## src/rtl/wall_pkg.sv

```systemverilog
// wall_pkg: shared types and defaults for the wall collision block
package wall_pkg;
    localparam int NUM_WALLS_DEF = 25;
    localparam int POS_W_DEF = 8;
    typedef logic [POS_W_DEF-1:0] pos_t;
    typedef enum logic [1:0] {IDLE, LOAD, ACTIVE} wall_state_t;
    typedef enum logic {GNT_HEAD, GNT_APPLE} grant_t;
endpackage

```

## src/rtl/wall_match_cmp.sv

```systemverilog
// wall_match_cmp: one position against every stored wall slot, masked by slot valid
//   pos      - cell under test
//   slot_pos - stored wall cells
//   slot_vld - per-slot valid; empty slots never match
//   hit      - any valid slot equals pos
module wall_match_cmp #(
    parameter int NUM_WALLS = 25,
    parameter int POS_W = 8
) (
    input  logic [POS_W-1:0]     pos,
    input  logic [POS_W-1:0]     slot_pos [NUM_WALLS],
    input  logic [NUM_WALLS-1:0] slot_vld,
    output logic                 hit
);
    always_comb begin
        hit = 1'b0;
        for (int i = 0; i < NUM_WALLS; i++) hit = hit | (slot_vld[i] && slot_pos[i] == pos);
    end
endmodule

```

## src/rtl/wall_collision_ctrl.sv

```systemverilog
// wall_collision_ctrl: wall set loader plus round-robin shared collision query port
//   game_start              - clears walls, enters LOAD
//   wall_valid/pos/ready    - wall load stream, duplicates dropped
//   load_done, wall_count   - wall set complete / walls stored
//   req/pos/resp/hit _head  - head-mover query, resp one cycle after grant
//   req/pos/resp/hit _apple - apple-spawner query, resp one cycle after grant
module wall_collision_ctrl
    import wall_pkg::*;
#(
    parameter int NUM_WALLS = NUM_WALLS_DEF,
    parameter int POS_W = 8
) (
    input  logic                           clk,
    input  logic                           rst,
    input  logic                           game_start,
    input  logic                           wall_valid,
    input  logic [POS_W-1:0]               wall_pos,
    output logic                           wall_ready,
    output logic                           load_done,
    output logic [$clog2(NUM_WALLS+1)-1:0] wall_count,
    input  logic                           req_head,
    input  logic [POS_W-1:0]               head_pos,
    output logic                           resp_head,
    output logic                           hit_head,
    input  logic                           req_apple,
    input  logic [POS_W-1:0]               apple_pos,
    output logic                           resp_apple,
    output logic                           hit_apple
);
    localparam int CW = $clog2(NUM_WALLS + 1);
    wall_state_t state_q, state_d;
    logic [POS_W-1:0] slot_pos_q [NUM_WALLS];
    logic [POS_W-1:0] slot_pos_d [NUM_WALLS];
    logic [NUM_WALLS-1:0] slot_vld_q, slot_vld_d;
    logic [CW-1:0] count_q, count_d;
    grant_t last_q, last_d;
    logic resp_head_q, resp_head_d, resp_apple_q, resp_apple_d;
    logic hit_head_q, hit_head_d, hit_apple_q, hit_apple_d;
    logic elig_head, elig_apple, gnt_head, gnt_apple, accept, match;
    logic [POS_W-1:0] cmp_pos;

    // loading and querying never overlap, so one comparator serves both
    wall_match_cmp #(.NUM_WALLS(NUM_WALLS), .POS_W(POS_W)) u_cmp (
        .pos(cmp_pos),
        .slot_pos(slot_pos_q),
        .slot_vld(slot_vld_q),
        .hit(match)
    );

    always_comb begin
        // a requester in its resp cycle is not eligible, so a held req is not re-granted
        elig_head = req_head && !resp_head_q;
        elig_apple = req_apple && !resp_apple_q;
        gnt_head = state_q == ACTIVE && !game_start && elig_head && (!elig_apple || last_q == GNT_APPLE);
        gnt_apple = state_q == ACTIVE && !game_start && elig_apple && !gnt_head;
        accept = state_q == LOAD && wall_valid && !game_start;
        cmp_pos = state_q == LOAD ? wall_pos : gnt_head ? head_pos : apple_pos;
        state_d = state_q;
        slot_pos_d = slot_pos_q;
        slot_vld_d = slot_vld_q;
        count_d = count_q;
        last_d = last_q;
        resp_head_d = gnt_head;
        resp_apple_d = gnt_apple;
        hit_head_d = gnt_head ? match : hit_head_q;
        hit_apple_d = gnt_apple ? match : hit_apple_q;
        if (gnt_head) last_d = GNT_HEAD;
        if (gnt_apple) last_d = GNT_APPLE;
        if (game_start) begin
            state_d = LOAD;
            slot_vld_d = '0;
            count_d = '0;
        end else if (accept && !match) begin
            for (int i = 0; i < NUM_WALLS; i++) begin
                if (count_q == CW'(i)) begin
                    slot_pos_d[i] = wall_pos;
                    slot_vld_d[i] = 1'b1;
                end
            end
            count_d = count_q + 1'b1;
            if (count_q == CW'(NUM_WALLS - 1)) state_d = ACTIVE;
        end
    end

    always_ff @(posedge clk) begin
        slot_pos_q <= slot_pos_d;
        if (rst) begin
            state_q <= IDLE;
            slot_vld_q <= '0;
            count_q <= '0;
            last_q <= GNT_APPLE;
            resp_head_q <= 1'b0;
            resp_apple_q <= 1'b0;
            hit_head_q <= 1'b0;
            hit_apple_q <= 1'b0;
        end else begin
            state_q <= state_d;
            slot_vld_q <= slot_vld_d;
            count_q <= count_d;
            last_q <= last_d;
            resp_head_q <= resp_head_d;
            resp_apple_q <= resp_apple_d;
            hit_head_q <= hit_head_d;
            hit_apple_q <= hit_apple_d;
        end
    end

    assign wall_ready = state_q == LOAD;
    assign load_done = state_q == ACTIVE;
    assign wall_count = count_q;
    assign resp_head = resp_head_q;
    assign resp_apple = resp_apple_q;
    assign hit_head = hit_head_q;
    assign hit_apple = hit_apple_q;
endmodule

```

## config.mk

```make
export PLATFORM = sky130hd
export DESIGN_NAME = wall_collision_ctrl
export DESIGN_NICKNAME = d
export VERILOG_FILES = /design/src/rtl/wall_pkg.sv /design/src/rtl/wall_match_cmp.sv /design/src/rtl/wall_collision_ctrl.sv
export SDC_FILE = /design/constraint.sdc
export NUM_CORES = 1
export LEC_CHECK = 0
export ABC_AREA = 1
export CAP_MARGIN = 20
export CORE_MARGIN = 5
export CORE_UTILIZATION = 53
export CTS_CLUSTER_SIZE = 24
export DETAILED_ROUTE_END_ITERATION = 10
export GPL_TIMING_DRIVEN = 1
export MAX_ROUTING_LAYER = met4
export PLACE_DENSITY = 0.84
export SKIP_LAST_GASP = 1
export SLEW_MARGIN = 25
export SYNTH_ARGS = -nofsm -noshare
export SYNTH_HDL_FRONTEND = slang
export SYNTH_SLANG_ARGS = --single-unit
```

## constraint.sdc

```tcl
create_clock -name clk -period 3.4 [get_ports clk]
set_input_delay 0.34 -clock clk [delete_from_list [all_inputs] [get_ports clk]]
set_output_delay 0.34 -clock clk [all_outputs]
set_load 0.01 [all_outputs]
```

==> metrics.txt <==
status finished with violations; failing checks setup timing; drt wl/cell approximately 20 µm; maxcap violations 0; Synth area leader edfxtp_1; number of global-route vias before repair a little under 10000; Final nets between 1500 and 2000; Yosys reg bits roughly 240; hold depth 2; critical path class reg2reg; Die Height about 160 µm; initial antenna violation count 0; DIE WIDTH about 160 µm; VDD IR max ~470 µV; Fmax achieved ~0.29 GHz; Final WS setup -0.0874 ns; global-route wire length before repair ~53000 µm; fin crit share 1.03; Starting DRT DRC Count 1200; Seq/Total Area, Yosys 0.561; hold buffer count at CTS 0; Post-DRT Antenna Nets 0; Routed Wire Length roughly 38000 µm; Synth top area share 0.501; static leakage ~6.7 nW; Rel. slew slack 0.616; final slew viol count 0; Min Hold Slack around 0.45 ns; worst reg2reg path endpoint slot_pos_q[56]$_DFFE_PP_; Worst Setup SP state_q[0]$_SDFFE_PP0P_; Hold Crit Class reg2reg; sequential share of power 0.463; Remaining Overflow, GRT 0; Reg2Reg Depth 26; Post-route DRC 0; Clk network pwr share 0.403; Placement Setup Slack -0.528 ns; worst r2r src state_q[0]$_SDFFE_PP0P_; Fin Clk Skew 0.0113 ns; largest net degree at the start of global routing 26; P_sw about 1.7 mW; vias per inst ~5.6; via count 10400; Final Wtd Congestion a little under 1; flop2flop setup slack -0.09 ns; largest cells by area after synthesis edfxtp_1, nand2_1, inv_1; num ports 41; crit path DAT about 3.7 ns; hpwl dp roughly 24000 µm; combinational power share 0.133; share of layout cells above drive strength 1 0.197; RSZ-0062 raised after global routing yes; Hold Path End slot_vld_q[23]$_SDFFE_PP0P_; clk sink count 236; internal power approximately 5.1 mW; Synth cell types 33; final hold viol count 0; Total Power between 6 and 7 mW; Non-Filler Instances approximately 1900; Final min period ~3.5 ns; Syn Area/Cell between 8 and 9 µm²; TritonRoute pass-1 iters 8; starting density of the core 0.535; H-tree Lvls 1; crit path max fanout 8; Synth Instances between 1000 and 1500; Setup violations, final 150; buffers added on ports 40; crit path capture type flop; clk buf depth 3; HP Start slot_vld_q[23]$_SDFFE_PP0P_; root buffer cell clkbuf_16; slew of the pin with the lowest slew margin between 0.5 and 0.6 ns; switching portion of total power 0.248; Critical Path Source Type flop; Mapped Area between 10000 and 15000 µm²; site row count 55; yosys warns 0; Area after DPL 13700 µm²; PD cells roughly 450 nW/µm²; Inserted Clock Buffers 25; GRT Util Overall 0.274; DP Cell Count between 1500 and 2000; Layout Area Growth over Synthesis 26.9%; final instance area between 15000 and 20000 µm²; Core ar. roughly 22000 µm²; CTS clk-pin slew, worst paths about 0.06 ns; worst path required time 3.64 ns; die area 25700 µm²; Clk Latency, worst-skew pair approximately 0.54 ns; TritonCTS clock tree yes; Syn Nets about 1400
-- cell usage in the layout (no fill, tap or decap), types with 31 or more instances in the layout --
cell               n
nor2_1           129
dfxtp_1           34
edfxtp_1         200
nand3_1           83
buf_4            119
nand2_1          394
inv_1            201
o21ai_0           42
clkdlybuf4s50_1   40
clkbuf_16         31
-- cell type report --
class,instances,area [µm²]
fill,1558,7210
sequential,236,6730
multi-input combinational,861,4360
timing repair buffer,206,2120
inverter,222,848
clock buffer,34,699
tap,285,357
clock inverter,12,118
antenna,1,2.50
-- metal layers --
layer	global-route usage	vias up	share of wire
li1	-	4699	-
met1	0.328	4799	0.35
met2	0.456	696	0.48
met3	0.0454	192	0.11
met4	0.128	0	0.061
met5	-	-	0
-- registers in the layout, indices dropped and copies added (netlist names) --
name        cells
wall_count      5
last_q          1
hit_head        1
resp_head       1
hit_apple       1
slot_vld_q     25
slot_pos_q    200
resp_apple      1
state_q         1
-- cell usage after synthesis (all sizes together) --
cell	n
edfxtp	200
nand3	97
or2	12
xor2	16
nor2	144
nand3b	21
xnor2	31
ha	5
inv	221
clkinv	1
nor4	2
nor3	6
nand2	432
clkbuf	10
buf	33
dfxtp	36
a21oi	35
nand4	18
o21ai	42
-- power by group through the flow --
| stage | sequential (mW) | clock (mW) | combinational, mW |
|---|---|---|---|
| 5_1_grt | 3.14 | 2.86 | 0.950 |
| 6_report | 3.14 | 2.74 | 0.903 |
| 2_1_floorplan | 3.20 | 0 | 0.368 |
| 3_3_place_gp | 3.20 | 0 | 0.739 |
| 4_1_cts | 3.14 | 2.71 | 0.767 |
| 3_5_place_dp | 3.20 | 0 | 0.756 |
-- worst max path at each step --
stage                           endpoint  depth (start not counted)  slack (ns)
3_3_place_gp   slot_pos_q[196]$_DFFE_PP_                         22       -0.46
4_1_cts        slot_pos_q[192]$_DFFE_PP_                         22       0.009
3_5_place_dp   slot_pos_q[104]$_DFFE_PP_                         22       -0.53
2_1_floorplan  slot_pos_q[144]$_DFFE_PP_                         15        0.02
5_1_grt         slot_pos_q[58]$_DFFE_PP_                         26       -0.18
6_report        slot_pos_q[56]$_DFFE_PP_                         26       -0.09
-- cell families (layout without fill, tap and decap cells) --
kind of cell / after synthesis / after routing / share of synthesized area
xor gates and xnor gates: 47 / 47 / 0.0343
adders and majority gates: 5 / 5 / 0.00521
DFF: 236 / 236 / 0.561
buffers and inverters: 265 / 474 / 0.0957
AOI/OAI and AO/OA: 77 / 77 / 0.0343
other: 0 / 1 / 0
and+or+nand+nor: 732 / 732 / 0.270
-- through the flow --
stage | setup TNS [ns] | utilization
floorplan | 0 | -
global placement | -78.98 | 0.610
detailed placement | -95.32 | 0.610
CTS | 0 | 0.648
global route | -24.80 | 0.679
finish | -4.64 | 0.679
-- what timing repair did --
item,in CTS,in global routing
resized for setup,5,94
endpoints found under the setup margin,198,201
gates cloned,0,6
endpoints found under the hold margin,0,0
setup buffers,4,24
pin swaps,0,24
-- critical path, cell delays in order (launching register included) --
cell     delay, ns
dfxtp_2       0.33
inv_2         0.10
nand2_4       0.08
nor2_4        0.19
nand3_4       0.16
buf_6         0.16
nand2_1       0.09
nand3_2       0.13
nand2_4       0.17
buf_4         0.13
buf_4         0.10
nand2_1       0.06
nand2_1       0.06
inv_1         0.03
nand2_1       0.04
nor2_1        0.04
nand3_1       0.09
nand2_2       0.10
nor2_2        0.12
nand2_2       0.07
nor2_4        0.17
nand3_4       0.11
inv_6         0.12
buf_12        0.15
nand2_4       0.09
nor2_4        0.13
buf_6         0.15
No activity file was read; power rests on OpenSTA's default activity.
